`src/rtl/quad_pkg.sv`:
```
// Shared constants, types and helpers for the quad rasterizer span writer.
package quad_pkg;

  localparam int WARP_WIDTH    = 320;
  localparam int WORD_PIX      = 16;
  localparam int COLOR_W       = 4;
  localparam int WORDS_PER_ROW = WARP_WIDTH / WORD_PIX;
  localparam int SCREEN_ROWS   = 240;
  localparam int ADDR_W        = 13;
  localparam int ROW_Y_W       = 10;

  typedef logic [WORD_PIX*COLOR_W-1:0] pix_word_t;

  typedef enum logic [1:0] {
    IDLE  = 2'd0,
    SETUP = 2'd1,
    SCAN  = 2'd2,
    DONE  = 2'd3
  } span_state_t;

  function automatic pix_word_t fill_word(input logic [COLOR_W-1:0] color);
    return {WORD_PIX{color}};
  endfunction

endpackage

```
`src/rtl/quad_span_writer_if.sv`:
```
// Row-in / framebuffer-write-out bundle of the span writer.
// slave = the span writer itself; master = rasterizer plus framebuffer port.
interface quad_span_writer_if #(
  parameter int WARP_WIDTH = quad_pkg::WARP_WIDTH,
  parameter int WORD_PIX   = quad_pkg::WORD_PIX,
  parameter int COLOR_W    = quad_pkg::COLOR_W,
  parameter int ADDR_W     = quad_pkg::ADDR_W
) ();

  logic                        row_valid;
  logic                        row_ready;
  logic [9:0]                  row_y;
  logic [WARP_WIDTH-1:0]       row_mask;
  logic [COLOR_W-1:0]          row_color;
  logic                        mem_valid;
  logic                        mem_ready;
  logic [ADDR_W-1:0]           mem_addr;
  logic [WORD_PIX*COLOR_W-1:0] mem_data;
  logic [WORD_PIX-1:0]         mem_pmask;
  logic                        row_done;

  modport master (
    output row_valid, row_y, row_mask, row_color, mem_ready,
    input  row_ready, mem_valid, mem_addr, mem_data, mem_pmask, row_done
  );

  modport slave (
    input  row_valid, row_y, row_mask, row_color, mem_ready,
    output row_ready, mem_valid, mem_addr, mem_data, mem_pmask, row_done
  );

endinterface

```
`src/rtl/mask_word_select.sv`:
```
// Picks the WORD_PIX-wide slice of the row coverage mask addressed by word index w.
module mask_word_select #(
  parameter int WARP_WIDTH = 320,
  parameter int WORD_PIX   = 16,
  parameter int WIDX_W     = 5
) (
  input  logic [WARP_WIDTH-1:0] mask,
  input  logic [WIDX_W-1:0]     w,
  output logic [WORD_PIX-1:0]   slice,
  output logic                  nonzero
);

  localparam int WORDS = WARP_WIDTH / WORD_PIX;

  // NOTE: default assignment first so every path writes slice; otherwise a latch is inferred.
  always_comb begin
    slice = '0;
    for (int i = 0; i < WORDS; i++) begin
      if (w == WIDX_W'(i)) slice = mask[i*WORD_PIX +: WORD_PIX];
    end
  end

  assign nonzero = |slice;

endmodule

```
`src/rtl/quad_span_writer.sv`:
```
// Serialises one row of quad coverage into 16-pixel masked framebuffer writes.
// Define QUAD_SPAN_SKIP_EMPTY_EN to suppress writes for words with no covered pixel.
module quad_span_writer #(
  parameter int WARP_WIDTH  = quad_pkg::WARP_WIDTH,
  parameter int WORD_PIX    = quad_pkg::WORD_PIX,
  parameter int COLOR_W     = quad_pkg::COLOR_W,
  parameter int SCREEN_ROWS = quad_pkg::SCREEN_ROWS,
  parameter int ADDR_W      = quad_pkg::ADDR_W
) (
  input logic               Clk,
  input logic               Reset,
  quad_span_writer_if.slave bus
);

  import quad_pkg::*;

  localparam int WORDS  = WARP_WIDTH / WORD_PIX;
  localparam int WIDX_W = $clog2(WORDS);
  localparam int Y_W    = 10;

`ifdef QUAD_SPAN_SKIP_EMPTY_EN
  localparam bit SKIP_EMPTY = 1'b1;
`else
  localparam bit SKIP_EMPTY = 1'b0;
`endif

  span_state_t           state_q, state_d;
  logic [WARP_WIDTH-1:0] mask_q;
  logic [COLOR_W-1:0]    color_q;
  logic [Y_W-1:0]        y_q;
  logic [WIDX_W-1:0]     w_q;
  logic [ADDR_W-1:0]     base_q;
  logic                  drop_q;

  logic [WORD_PIX-1:0]   slice;
  logic                  slice_nz;
  logic                  write_req;
  logic                  word_done;
  logic                  word_last;
  logic [Y_W+4:0]        y_ext;

  mask_word_select #(
    .WARP_WIDTH (WARP_WIDTH),
    .WORD_PIX   (WORD_PIX),
    .WIDX_W     (WIDX_W)
  ) u_sel (
    .mask    (mask_q),
    .w       (w_q),
    .slice   (slice),
    .nonzero (slice_nz)
  );

  assign write_req = slice_nz || !SKIP_EMPTY;
  assign word_done = !write_req || bus.mem_ready;
  assign word_last = (w_q == WIDX_W'(WORDS - 1));
  assign y_ext     = {5'd0, y_q};

  // NOTE: sequential state uses non-blocking assignments so all flops update from pre-edge values.
  always_ff @(posedge Clk or posedge Reset) begin
    if (Reset) state_q <= IDLE;
    else       state_q <= state_d;
  end

  always_comb begin
    state_d = state_q;
    unique case (state_q)
      IDLE:    if (bus.row_valid) state_d = SETUP;
      SETUP:   state_d = SCAN;
      SCAN:    if (drop_q || (word_done && word_last)) state_d = DONE;
      DONE:    state_d = IDLE;
      default: state_d = IDLE;
    endcase
  end

  // NOTE: the row mask is a plain flop array, not RAM, so it takes a reset value like any register.
  always_ff @(posedge Clk or posedge Reset) begin
    if (Reset) begin
      mask_q  <= '0;
      color_q <= '0;
      y_q     <= '0;
      w_q     <= '0;
      base_q  <= '0;
      drop_q  <= 1'b0;
    end else begin
      unique case (state_q)
        IDLE: begin
          if (bus.row_valid) begin
            mask_q  <= bus.row_mask;
            color_q <= bus.row_color;
            y_q     <= bus.row_y;
            w_q     <= '0;
          end
        end
        SETUP: begin
          // y*20 as y*16 + y*4; only rows below SCREEN_ROWS ever use it.
          base_q <= ADDR_W'((y_ext << 4) + (y_ext << 2));
          drop_q <= (y_q >= Y_W'(SCREEN_ROWS));
        end
        SCAN: begin
          if (!drop_q && word_done && !word_last) w_q <= w_q + 1'b1;
        end
        default: ;
      endcase
    end
  end

  // Outputs decode registered state only; mem_ready never reaches mem_valid.
  always_comb begin
    bus.row_ready = 1'b0;
    bus.row_done  = 1'b0;
    bus.mem_valid = 1'b0;
    bus.mem_addr  = '0;
    bus.mem_data  = '0;
    bus.mem_pmask = '0;
    unique case (state_q)
      IDLE: bus.row_ready = 1'b1;
      DONE: bus.row_done  = 1'b1;
      SCAN: begin
        if (!drop_q && write_req) begin
          bus.mem_valid = 1'b1;
          bus.mem_addr  = base_q + ADDR_W'(w_q);
          bus.mem_data  = {WORD_PIX{color_q}};
          bus.mem_pmask = slice;
        end
      end
      default: ;
    endcase
  end

endmodule

```
`src/flat_wrapper.sv`:
```
// flat-port wrapper written by rule: the top's interface ports become plain ports
module quad_span_writer_flat import quad_pkg::*;
#(
  parameter int WARP_WIDTH  = quad_pkg::WARP_WIDTH,
  parameter int WORD_PIX    = quad_pkg::WORD_PIX,
  parameter int COLOR_W     = quad_pkg::COLOR_W,
  parameter int SCREEN_ROWS = quad_pkg::SCREEN_ROWS,
  parameter int ADDR_W      = quad_pkg::ADDR_W
)
  (Clk, Reset, bus_row_valid, bus_row_y, bus_row_mask, bus_row_color, bus_mem_ready, bus_row_ready, bus_mem_valid, bus_mem_addr, bus_mem_data, bus_mem_pmask, bus_row_done);
  quad_span_writer_if #(.WARP_WIDTH(WARP_WIDTH), .WORD_PIX(WORD_PIX), .COLOR_W(COLOR_W), .ADDR_W(ADDR_W)) bus_i ();
  input logic Clk;
  input logic Reset;
  input wire logic [$bits(bus_i.row_valid)-1:0] bus_row_valid;
  input wire logic [$bits(bus_i.row_y)-1:0] bus_row_y;
  input wire logic [$bits(bus_i.row_mask)-1:0] bus_row_mask;
  input wire logic [$bits(bus_i.row_color)-1:0] bus_row_color;
  input wire logic [$bits(bus_i.mem_ready)-1:0] bus_mem_ready;
  output wire logic [$bits(bus_i.row_ready)-1:0] bus_row_ready;
  output wire logic [$bits(bus_i.mem_valid)-1:0] bus_mem_valid;
  output wire logic [$bits(bus_i.mem_addr)-1:0] bus_mem_addr;
  output wire logic [$bits(bus_i.mem_data)-1:0] bus_mem_data;
  output wire logic [$bits(bus_i.mem_pmask)-1:0] bus_mem_pmask;
  output wire logic [$bits(bus_i.row_done)-1:0] bus_row_done;
  assign bus_i.row_valid = bus_row_valid;
  assign bus_i.row_y = bus_row_y;
  assign bus_i.row_mask = bus_row_mask;
  assign bus_i.row_color = bus_row_color;
  assign bus_i.mem_ready = bus_mem_ready;
  assign bus_row_ready = bus_i.row_ready;
  assign bus_mem_valid = bus_i.mem_valid;
  assign bus_mem_addr = bus_i.mem_addr;
  assign bus_mem_data = bus_i.mem_data;
  assign bus_mem_pmask = bus_i.mem_pmask;
  assign bus_row_done = bus_i.row_done;
  quad_span_writer #(.WARP_WIDTH(WARP_WIDTH), .WORD_PIX(WORD_PIX), .COLOR_W(COLOR_W), .SCREEN_ROWS(SCREEN_ROWS), .ADDR_W(ADDR_W)) u_core (.Clk(Clk), .Reset(Reset), .bus(bus_i));
endmodule
```
`config.mk`:
```
export PLATFORM = sky130hd
export DESIGN_NAME = quad_span_writer_flat
export DESIGN_NICKNAME = d
export VERILOG_FILES = /design/src/rtl/quad_pkg.sv /design/src/rtl/quad_span_writer_if.sv /design/src/rtl/mask_word_select.sv /design/src/rtl/quad_span_writer.sv /design/src/flat_wrapper.sv
export SDC_FILE = /design/constraint.sdc
export NUM_CORES = 1
export LEC_CHECK = 0
export ABC_CLOCK_PERIOD_IN_PS = 11500
export BUFFER_PORTS_ARGS = -buffer_cell sky130_fd_sc_hd__buf_2
export CAP_MARGIN = 20
export CORE_MARGIN = 4
export CORE_UTILIZATION = 40
export CTS_BUF_LIST = sky130_fd_sc_hd__clkbuf_4 sky130_fd_sc_hd__clkbuf_8 sky130_fd_sc_hd__clkbuf_16
export DETAILED_ROUTE_END_ITERATION = 8
export GPL_ROUTABILITY_DRIVEN = 1
export PLACE_DENSITY = 0.65
export SETUP_SLACK_MARGIN = 0.1
export SLEW_MARGIN = 20
export SYNTH_ARGS = -nofsm -noshare
export SYNTH_HDL_FRONTEND = slang
export SYNTH_SLANG_ARGS = --single-unit
```
`constraint.sdc`:
```
create_clock -name Clk -period 11.5 [get_ports Clk]
set_clock_uncertainty 0.2 [all_clocks]
set_input_delay 1.15 -clock Clk [delete_from_list [all_inputs] [get_ports Clk]]
set_output_delay 1.15 -clock Clk [all_outputs]
set_load 0.02 [all_outputs]
```
-- After elaboration in Yosys (flattened, before gate mapping)
Index checks and enable logic that the tools add are counted.
Widths: inputs -> output; s select.
- eq/ne operators: 25
- reductions and logical operators: 12
- mux-type cells: 36
- $add $sub $neg: 3
- magnitude comparators: 1
- operators with widths (operator ; number):
    $mux 16 ; 22
    $mux 64 ; 2
    $eq 5x4->1 const B ; 8
    $mux 13 ; 2
    $eq 5x3->1 const B ; 4
    $eq 5x5->1 const B ; 4
    $add 13x12->13 ; 1
    $add 13x5->13 ; 1
    $eq 5x2->1 const B ; 2
    $ge 10x8->1 const B ; 1
    $mux 5 ; 2
    $pmux 5 s2 ; 1
    $pmux 2 s4 ; 1
    $add 5x1->5 const B ; 1
    $eq 5x1->1 const B ; 1
    $logic_not 5->1 ; 1
    $eq 2x2->1 const B ; 2
    $mux 1 ; 4
    $mux 2 ; 2
    $ne 2x1->1 const B ; 2
    $reduce_and 2->1 ; 2
    $logic_and 1x1->1 ; 3
    $reduce_and 3->1 ; 1
    $eq 2x1->1 const B ; 1
    5 further kinds ; 6
- bits of input ports: 338
- output and inout port bits: 96
- word-level logic and storage cells: 84
- register bits: 355

-- Longest topological paths before layout
Gate-level depths: netlist of the first run.
- depth in word-level cells: 23
- depth in mapped cells: 13
- mapped depth without buffers: 10

-- Modules after synthesis
Synthesis of the first run repeated with hierarchy kept, for this count alone.
- cells, all modules: 1514
- area total of the unflattened synthesis: 18093.6 um^2
- modules (own cells, without submodules) (module ; area an instance (um^2) ; cells an instance ; sequential area each (um^2) ; instances):
    quad_span_writer ; 14441.4 ; 952 ; 8833.5 ; 1
    mask_word_select ; 3652.3 ; 562 ; 0.0 ; 1

-- Least setup slack after synthesis of the first run
No wires, ideal clock.
- kind: register to output
- from: register u_core.w_q[0]
- to: output bus_mem_pmask[12]
- cell stages (with the launch flop): 14
- data arrival time: 2.849 ns
- setup slack: 7.301 ns
- required time: 10.150 ns
- path buffers: 6
- path through: dfrtp_1 -> ha_1 -> buf_2 -> clkbuf_1 -> clkbuf_1 -> and3_1 -> ha_1 -> clkbuf_1 -> clkbuf_1 -> clkbuf_1 -> nand2_1 -> o21ai_0 -> a21oi_1 -> a21oi_1
- longest elaborated chain between the ends: 23
- elaborated cells on any way between the ends: 42
- those cells by class: eq/ne: 19; mux: 22; reduce/logical: 1
- ends and longest elaborated chain (what ; RTL line ; text):
    start, declared ; quad_span_writer.sv:31 ; logic [WIDX_W-1:0] w_q;
    start signal, assigned ; quad_span_writer.sv:100 ; if (!drop_q && word_done && !word_last) w_q <= w_q + 1'b1;
    $logic_not 5->1 ; mask_word_select.sv:19 ; if (w == WIDX_W'(i)) slice = mask[i*WORD_PIX +: WORD_PIX];
    $mux 16 (19 in series) ; mask_word_select.sv:19 ;
    $mux 16 * ; mask_word_select.sv:19 ;
    $mux 16 * ; quad_span_writer.sv:119 ; if (!drop_q && write_req) begin
    $mux 16 * ; quad_span_writer.sv:115 ; unique case (state_q)
    end, declared ; flat_wrapper.sv:23 ; output wire logic [$bits(bus_i.mem_pmask)-1:0] bus_mem_pmask;
Every way passes the cells marked *; elsewhere a longest branch is shown, timed or not.

-- Final worst setup path of the first run
- from: register u_core.w_q[0]
- to: output bus_mem_pmask[4]
Same word-level chain as after synthesis.

==> flow_summary.json, run 1 <==
{
  "gp_congestion": 0.912,
  "worstSetupEndpointType": "output port",
  "final_nets": 2231,
  "required_ns": 10.15,
  "grt_use_met1_pct": 35.6,
  "antenna_found_initial": 13,
  "rows": 76,
  "num_vias": 14152,
  "wire_per_inst_um": 25.5,
  "setup_violations": 0,
  "fmax_mhz": 165,
  "dp_hpwl_um": 47200,
  "synth_top_area_share_pct": 49.7,
  "clock_tree.buffer_depth": 3,
  "busiest_layer": "met2",
  "drive_above_1_share_pct": 47.0,
  "grt-ovfl-total": 0,
  "ys_types": 78,
  "drt_iter0_drc": 1508,
  "maxCapViolCount": 0,
  "path_class": "register to output port",
  "synth_cells": 1544,
  "start_util_pct": 40.8,
  "clkLatencyLatePin_ns": 0.55,
  "worst_slew_pin_slew_ns": 1.13,
  "drt-pass1-iter-count": 8,
  "synth_edf_count": 0,
  "fin_crit_sh_pct": 52.8,
  "cts_root_buf": "clkbuf_16",
  "synth_top_family_by_area": "multiplexers",
  "synth_seq_area_share_pct": 49.7,
  "route.detailed.drc": 0,
  "netlist_area_um2": 17800,
  "placedCellCount": 2412,
  "stdcell_count": 2491,
  "yosys.area_share.simple_pct": 8.11,
  "drtAntennaViolNets": 0,
  "synth_top_area_cell": "dfrtp_1",
  "die_h_um": 219,
  "async_flop_share_pct": 100,
  "hold_viol": 0,
  "synth_seq_cells": 353,
  "cts_buffers": 41,
  "hold_buffers": 0,
  "crit_family": "buffers and inverters",
  "grt.met2_usage_pct": 38.8,
  "routed_wl_um": 63600,
  "crit_fanout": 58,
  "crit_path_cell_trace": "inv_1 > ha_2 > buf_4 > inv_2 > nor3_1 > nor3_1 > a211o_1 > o41ai_1 > a22o_1 > buf_2",
  "grt_max_degree": 180,
  "synthAdderAreaFrac_pct": 1.63,
  "crit_buf_inv": 4,
  "synthMuxAreaShare_pct": 21.9,
  "arrival_ns": 4.73,
  "cts_sinks": 353,
  "p_leak_uw": 0.00980,
  "die_area_um2": 47900,
  "post-route-min-period_ns": 6.08,
  "post_cts_resized": 0,
  "power_uw": 5830,
  "htreeDepth": 2,
  "synth_commonest_cells": "dfrtp_1, mux2_2, a21oi_1",
  "grt_pass1_vias": 14009,
  "grt_use_met3_pct": 6.08,
  "syn_nets": 1904,
  "grt_setup_unrepaired": "false",
  "cts_tree": "done",
  "slew_violations": 0,
  "core_um2": 43600,
  "start_kind": "register",
  "synth_area_per_cell_um2": 11.5,
  "post_cts_buffers": 0,
  "grt.total_usage_pct": 25.6,
  "io_pins": 434,
  "grt_pass1_wl_um": 91600,
  "clk_pin_slew_ns": 0.06,
  "ir_drop_mv": 0.124,
  "p_per_area_nw_per_um2": 272,
  "synthXorXnorAreaFrac_pct": 0.640,
  "synth_ff_type": "dfrtp_1",
  "synth_area_leaders": "dfrtp_1, mux2_2, a21oi_1",
  "yosys_warnings": 0,
  "slowest_delay_ns": 0.91,
  "area_delta_synth_final_pct": 20.8,
  "synth_most_common_cell": "dfrtp_1",
  "min_path_type": "register to register",
  "io_buffers": 433,
  "slew_headroom_pct": 24.6,
  "cp_slowest_cell": "nor3_1",
  "synth-compound-area-share_pct": 12.5,
  "path_common_cell": "nor3_1",
  "viasPerCell": 5.68,
  "outcome": "complete, no violations",
  "die_w_um": 219,
  "fin_setup_tns_ns": 0
}
[cell families (layout without fill, tap and decap cells)]
family,after synthesis,count (layout)
simple gates,280,280
compound gates,343,343
fa+ha+maj,22,22
mux,346,346
buf+inv,187,547
other cells,0,2
xor+xnor,13,13
flops,353,353
[final timing paths]
kind | start | end | slack [ns] | cells past startpoint
setup reg to reg | u_core.w_q[2] | u_core.w_q[2] | 7.63 | 7
hold reg to reg | u_core.color_q[2] | u_core.color_q[2] | 0.30 | 1
max in group asynchronous | Reset | u_core.mask_q[237] | 8.33 | 5
setup / recovery | u_core.w_q[0] | bus_mem_pmask[4] | 5.42 | 10
hold / removal | u_core.color_q[2] | u_core.color_q[2] | 0.30 | 1
min in group asynchronous | Reset | u_core.mask_q[143] | 0.55 | 2
[routing by layer]
layer,vias to the layer above,part of all wire (%)
met2,656,45
met5,-,0.22
met1,7050,42
li1,6262,-
met4,22,4.4
met3,162,8.5
[state kept, by name (all words and copies together) (netlist names)]
signal          count
u_core.base_q      11
u_core.color_q      4
u_core.w_q          5
u_core.y_q         10
u_core.drop_q       1
u_core.mask_q     320
u_core.state_q      2
[power breakdown]
part           switching [uW]  leakage [uW]  internal, uW
clock network             554      0.000726           883
registers                 514       0.00417          1880
logic                     981       0.00491          1020
[layout make-up]
class	count	area, um^2
fillers	4012	22100
diodes	2	5.00
repair buffers	450	2330
clock buffers	56	1220
well taps	585	732
flip-flops and latches	353	8830
multi-input cells	1004	7990
clock inverters	20	284
inverters	21	86.3
[metrics by stage]
step	worst slack, ns	area [um^2]	hold slack, ns	util [%]
finish	5.42	21500	0.296	49.3
global route	5.25	21500	0.314	49.3
CTS	5.47	21400	0.299	49.2
detailed placement	6.09	19900	0.286	45.8
global placement	6.19	19900	0.280	45.8
floorplan	0.358	17800	0.270	-
[cell usage in the layout (no fill, tap or decap), drive strengths merged, types with 7 or more instances in the layout]
master | Yosys | routed
a21o | 15 | 15
a21oi | 103 | 103
o221ai | 8 | 8
o211ai | 18 | 18
a22oi | 23 | 23
o32ai | 9 | 9
ha | 20 | 20
o21ai | 66 | 66
a2111oi | 10 | 10
dfrtp | 353 | 353
nor3 | 27 | 27
mux2 | 343 | 343
clkinv | 0 | 7
and2 | 10 | 10
o31ai | 8 | 8
and3 | 9 | 9
o22ai | 14 | 14
or3 | 16 | 16
a221oi | 10 | 10
nand2 | 83 | 83
xnor2 | 7 | 7
inv | 21 | 22
a211oi | 10 | 10
nand3 | 30 | 30
buf | 90 | 450
nor2 | 57 | 57
clkbuf | 76 | 56
nand2b | 11 | 11
a31oi | 12 | 12
Note: power is estimated with default switching activity, not from simulation.
==> run 2, diff against run 1 <==
--- a/config.mk
+++ b/config.mk
@@ -5,7 +5,8 @@
 export SDC_FILE = /design/constraint.sdc
 export NUM_CORES = 1
 export LEC_CHECK = 0
-export ABC_CLOCK_PERIOD_IN_PS = 11500
+export ABC_AREA = 1
+export ABC_CLOCK_PERIOD_IN_PS = 5800
 export BUFFER_PORTS_ARGS = -buffer_cell sky130_fd_sc_hd__buf_2
 export CAP_MARGIN = 20
 export CORE_MARGIN = 4
@@ -13,7 +14,6 @@
 export CTS_BUF_LIST = sky130_fd_sc_hd__clkbuf_4 sky130_fd_sc_hd__clkbuf_8 sky130_fd_sc_hd__clkbuf_16
 export DETAILED_ROUTE_END_ITERATION = 8
 export GPL_ROUTABILITY_DRIVEN = 1
-export PLACE_DENSITY = 0.65
 export SETUP_SLACK_MARGIN = 0.1
 export SLEW_MARGIN = 20
 export SYNTH_ARGS = -nofsm -noshare
==> constraint.sdc (replaced) <==
create_clock -name Clk -period 5.8 [get_ports Clk]
set_clock_uncertainty 0.2 [all_clocks]
set_input_delay 0.58 -clock Clk [delete_from_list [all_inputs] [get_ports Clk]]
set_output_delay 0.58 -clock Clk [all_outputs]
set_load 0.02 [all_outputs]
==> run 2 against run 1 <==
  * Hold slack lost 0.24 ns
  * Power grew 110%
  * Via count up 2.5%
  * Global-route usage fell by 3.5 points
  * Non-clock buffer count down 1
  * Combinational power increased to 2.7 times the previous value
  * Die area increased by 1.9%
  * Synthesized area up 2.0%
==> flow_summary.json, run 2 <==
{
  "min_path_type": "primary input to register",
  "synth_cells": 1945,
  "path_class": "register to output port",
  "grt_max_degree": 182,
  "drive_above_1_share_pct": 36.2,
  "routed_wl_um": 55300,
  "io_buffers": 433,
  "mostFrequentLayoutCells": "buf_2, dfrtp_1, nand2_1, mux2_2, inv_1",
  "layout_commonest_cell": "buf_2",
  "htreeDepth": 2,
  "die_h_um": 221,
  "design_area_um2": 21700,
  "power_switching_uw": 4970,
  "async_flop_share_pct": 100,
  "viasPerCell": 5.00,
  "fin_setup_tns_ns": 0,
  "synth_top_area_share_pct": 48.7,
  "largest_register_ffs": 320,
  "n_fill_cell": 4235,
  "start_util_pct": 40.7,
  "synth_edf_count": 0,
  "synth_commonest_cells": "dfrtp_1, nand2_1, mux2_2",
  "p_seq_share_pct": 35.6,
  "placedCellCount": 2829,
  "synth_area_leaders": "dfrtp_1, mux2_2, nand2_1",
  "r2r-end": "u_core.w_q[3]",
  "regMostFlops": "u_core.mask_q",
  "fin_crit_sh_pct": 86.5,
  "p_comb_share_pct": 43.4,
  "post-route-min-period_ns": 5.02,
  "die_w_um": 221,
  "crit_fanout": 20,
  "area_delta_synth_final_pct": 19.5,
  "regToRegSetupSlack_ns": 2.86,
  "post_cts_buffers": 0,
  "stdcell_count": 2904,
  "hold_viol": 0,
  "route.detailed.drc": 0,
  "num_vias": 14509,
  "internal_power_uw": 7370,
  "crit_start": "u_core.w_q[1]",
  "pwr-share-clk_pct": 21.0,
  "antenna_found_initial": 6,
  "p_leak_uw": 0.0108,
  "netlist_area_um2": 18100,
  "io_pins": 434,
  "cts_tree": "done",
  "syn_nets": 2305,
  "drt-pass1-iter-count": 7,
  "core_um2": 44500,
  "die_area_um2": 48800,
  "synth_top_area_cell": "dfrtp_1",
  "endpoint": "bus_mem_pmask[7]",
  "netSwitchingFraction_pct": 40.3,
  "slew_violations": 0,
  "worstSetupEndpointType": "output port",
  "dp_hpwl_um": 40800,
  "gp_congestion": 0.879,
  "start_kind": "register",
  "maxCapViolCount": 0,
  "synth_area_per_cell_um2": 9.32,
  "synth_ff_type": "dfrtp_1",
  "cts_root_buf": "clkbuf_16",
  "yosys_warnings": 0,
  "arrival_ns": 4.24,
  "drtAntennaViolNets": 0,
  "worst_slew_pin_slew_ns": 1.10,
  "reg_top3": "u_core.mask_q: 320 flops, u_core.base_q: 11 flops, u_core.y_q: 10 flops",
  "grt-ovfl-total": 0,
  "synth_seq_area_share_pct": 48.7,
  "setup_violations": 0,
  "rows": 77,
  "clkLatencyLatePin_ns": 0.54,
  "wire_per_inst_um": 19.1,
  "ir_drop_mv": 0.252,
  "grt.total_usage_pct": 22.1,
  "placed_cell_area_um2": 20300,
  "cts_sinks": 353,
  "ys_types": 45,
  "clock_tree.buffer_depth": 3,
  "grt_pass1_vias": 14984,
  "drt_iter0_drc": 1132,
  "p_per_area_nw_per_um2": 570,
  "cts_buffers": 41,
  "required_ns": 5.02,
  "grt_pass1_wl_um": 85900,
  "r2r_start": "u_core.state_q[0]",
  "fmax_mhz": 199,
  "grt_setup_unrepaired": "false",
  "slew_headroom_pct": 26.6,
  "outcome": "complete, no violations",
  "reg2reg_depth": 12,
  "synth_most_common_cell": "dfrtp_1",
  "clk_pin_slew_ns": 0.06,
  "final_nets": 2641,
  "synth_seq_cells": 353
}
==> run 2: cell count changes after synthesis, sizes merged, moves of 17 or more <==
cell,change
a22oi,-21
inv,+211
mux2,-85
nand2,+264
nand3,+108
nor2,+80
nor3,-17
o21ai,+58
or2,+20
==> run 2: logic make-up after synthesis <==
logic type / after synthesis / synth area share (%)
fa+ha+maj: 22 / 1.60
xor+xnor: 3 / 0.145
simple gates: 662 / 15.9
buf+inv: 389 / 9.88
flops: 353 / 48.7
mux: 258 / 16.0
compound gates: 258 / 7.72
==> run 2: stage by stage <==
stage	setup WS (ns)	total power (uW)	utilization (%)	hold slack, ns
after global routing	0.460	13200	48.7	0.0339
after global placement	1.36	9620	45.6	0.265
after floorplan	0.292	8050	-	0.246
final	0.783	12300	48.7	0.0532
after detailed placement	1.31	9760	45.6	0.274
after CTS	0.682	12400	48.6	0.0197
==> run 2: worst max-delay path, cell delays in order, from the launching register on <==
cell	delay [ns]
dfrtp_1	0.43
ha_1	0.23
inv_1	0.08
nor2_1	0.19
nand2_2	0.31
inv_1	0.43
nand2_1	0.11
nand3_1	0.12
nand2_1	0.09
nand2_1	0.10
nand2_1	0.07
nand3_1	0.11
nand2_1	0.06
nand2_1	0.11
nand2_1	0.06
nand3_1	0.12
nand2_1	0.07
nand3_1	0.09
nand3_1	0.13
nand2_1	0.13
nand2_1	0.08
nand2_1	0.07
nand2_1	0.06
a21oi_1	0.22
buf_2	0.21
==> run 2: what timing repair did <==
| action | in CTS | in global routing |
|---|---|---|
| gates resized for setup | 0 | 0 |
| hold buffers | 1 | 0 |
| hold endpoints to repair | 10 | 0 |
==> run 2: routing by layer <==
metal / part of all wire, % / global-route usage (%) / routed length, um / up-vias
li1: - / - / - / 6931
met1: 44 / 29.9 / 24500 / 7055
met2: 47 / 35.9 / 26200 / 434
met3: 5.5 / 3.94 / 3050 / 89
met4: 2.9 / 7.77 / 1620 / 0
met5: 0 / 0 / 0 / -
==> run 2: layout make-up <==
type                       count  area (um^2)  share of cell area, %
antenna                        6         15.0                 0.0693
clock buffer                  57         1220                   5.65
clock inverter                11          109                  0.502
inverter                     233          883                   4.08
multi-input combinational   1203         7520                   34.7
sequential                   353         8830                   40.8
tap                          592          741                   3.42
timing repair buffer         449         2340                   10.8
==> run 2: how the worst min path moves through the flow <==
stage	startpoint	end	cells after the start
finish	bus_row_mask[278]	u_core.mask_q[278]	2
floorplan	u_core.base_q[2]	u_core.base_q[2]	2
detailed placement	u_core.base_q[4]	u_core.base_q[4]	2
global route	bus_row_mask[207]	u_core.mask_q[207]	2
CTS	bus_row_mask[199]	u_core.mask_q[199]	2
global placement	u_core.base_q[4]	u_core.base_q[4]	2
==> run 2: power by group through the flow <==
stage	clock network, uW	registers (uW)	logic, uW
3_5_place_dp	0	4410	5340
2_1_floorplan	0	4140	3910
6_report	2590	4390	5350
3_3_place_gp	0	4380	5240
4_1_cts	2650	4380	5360
5_1_grt	2750	4530	5940
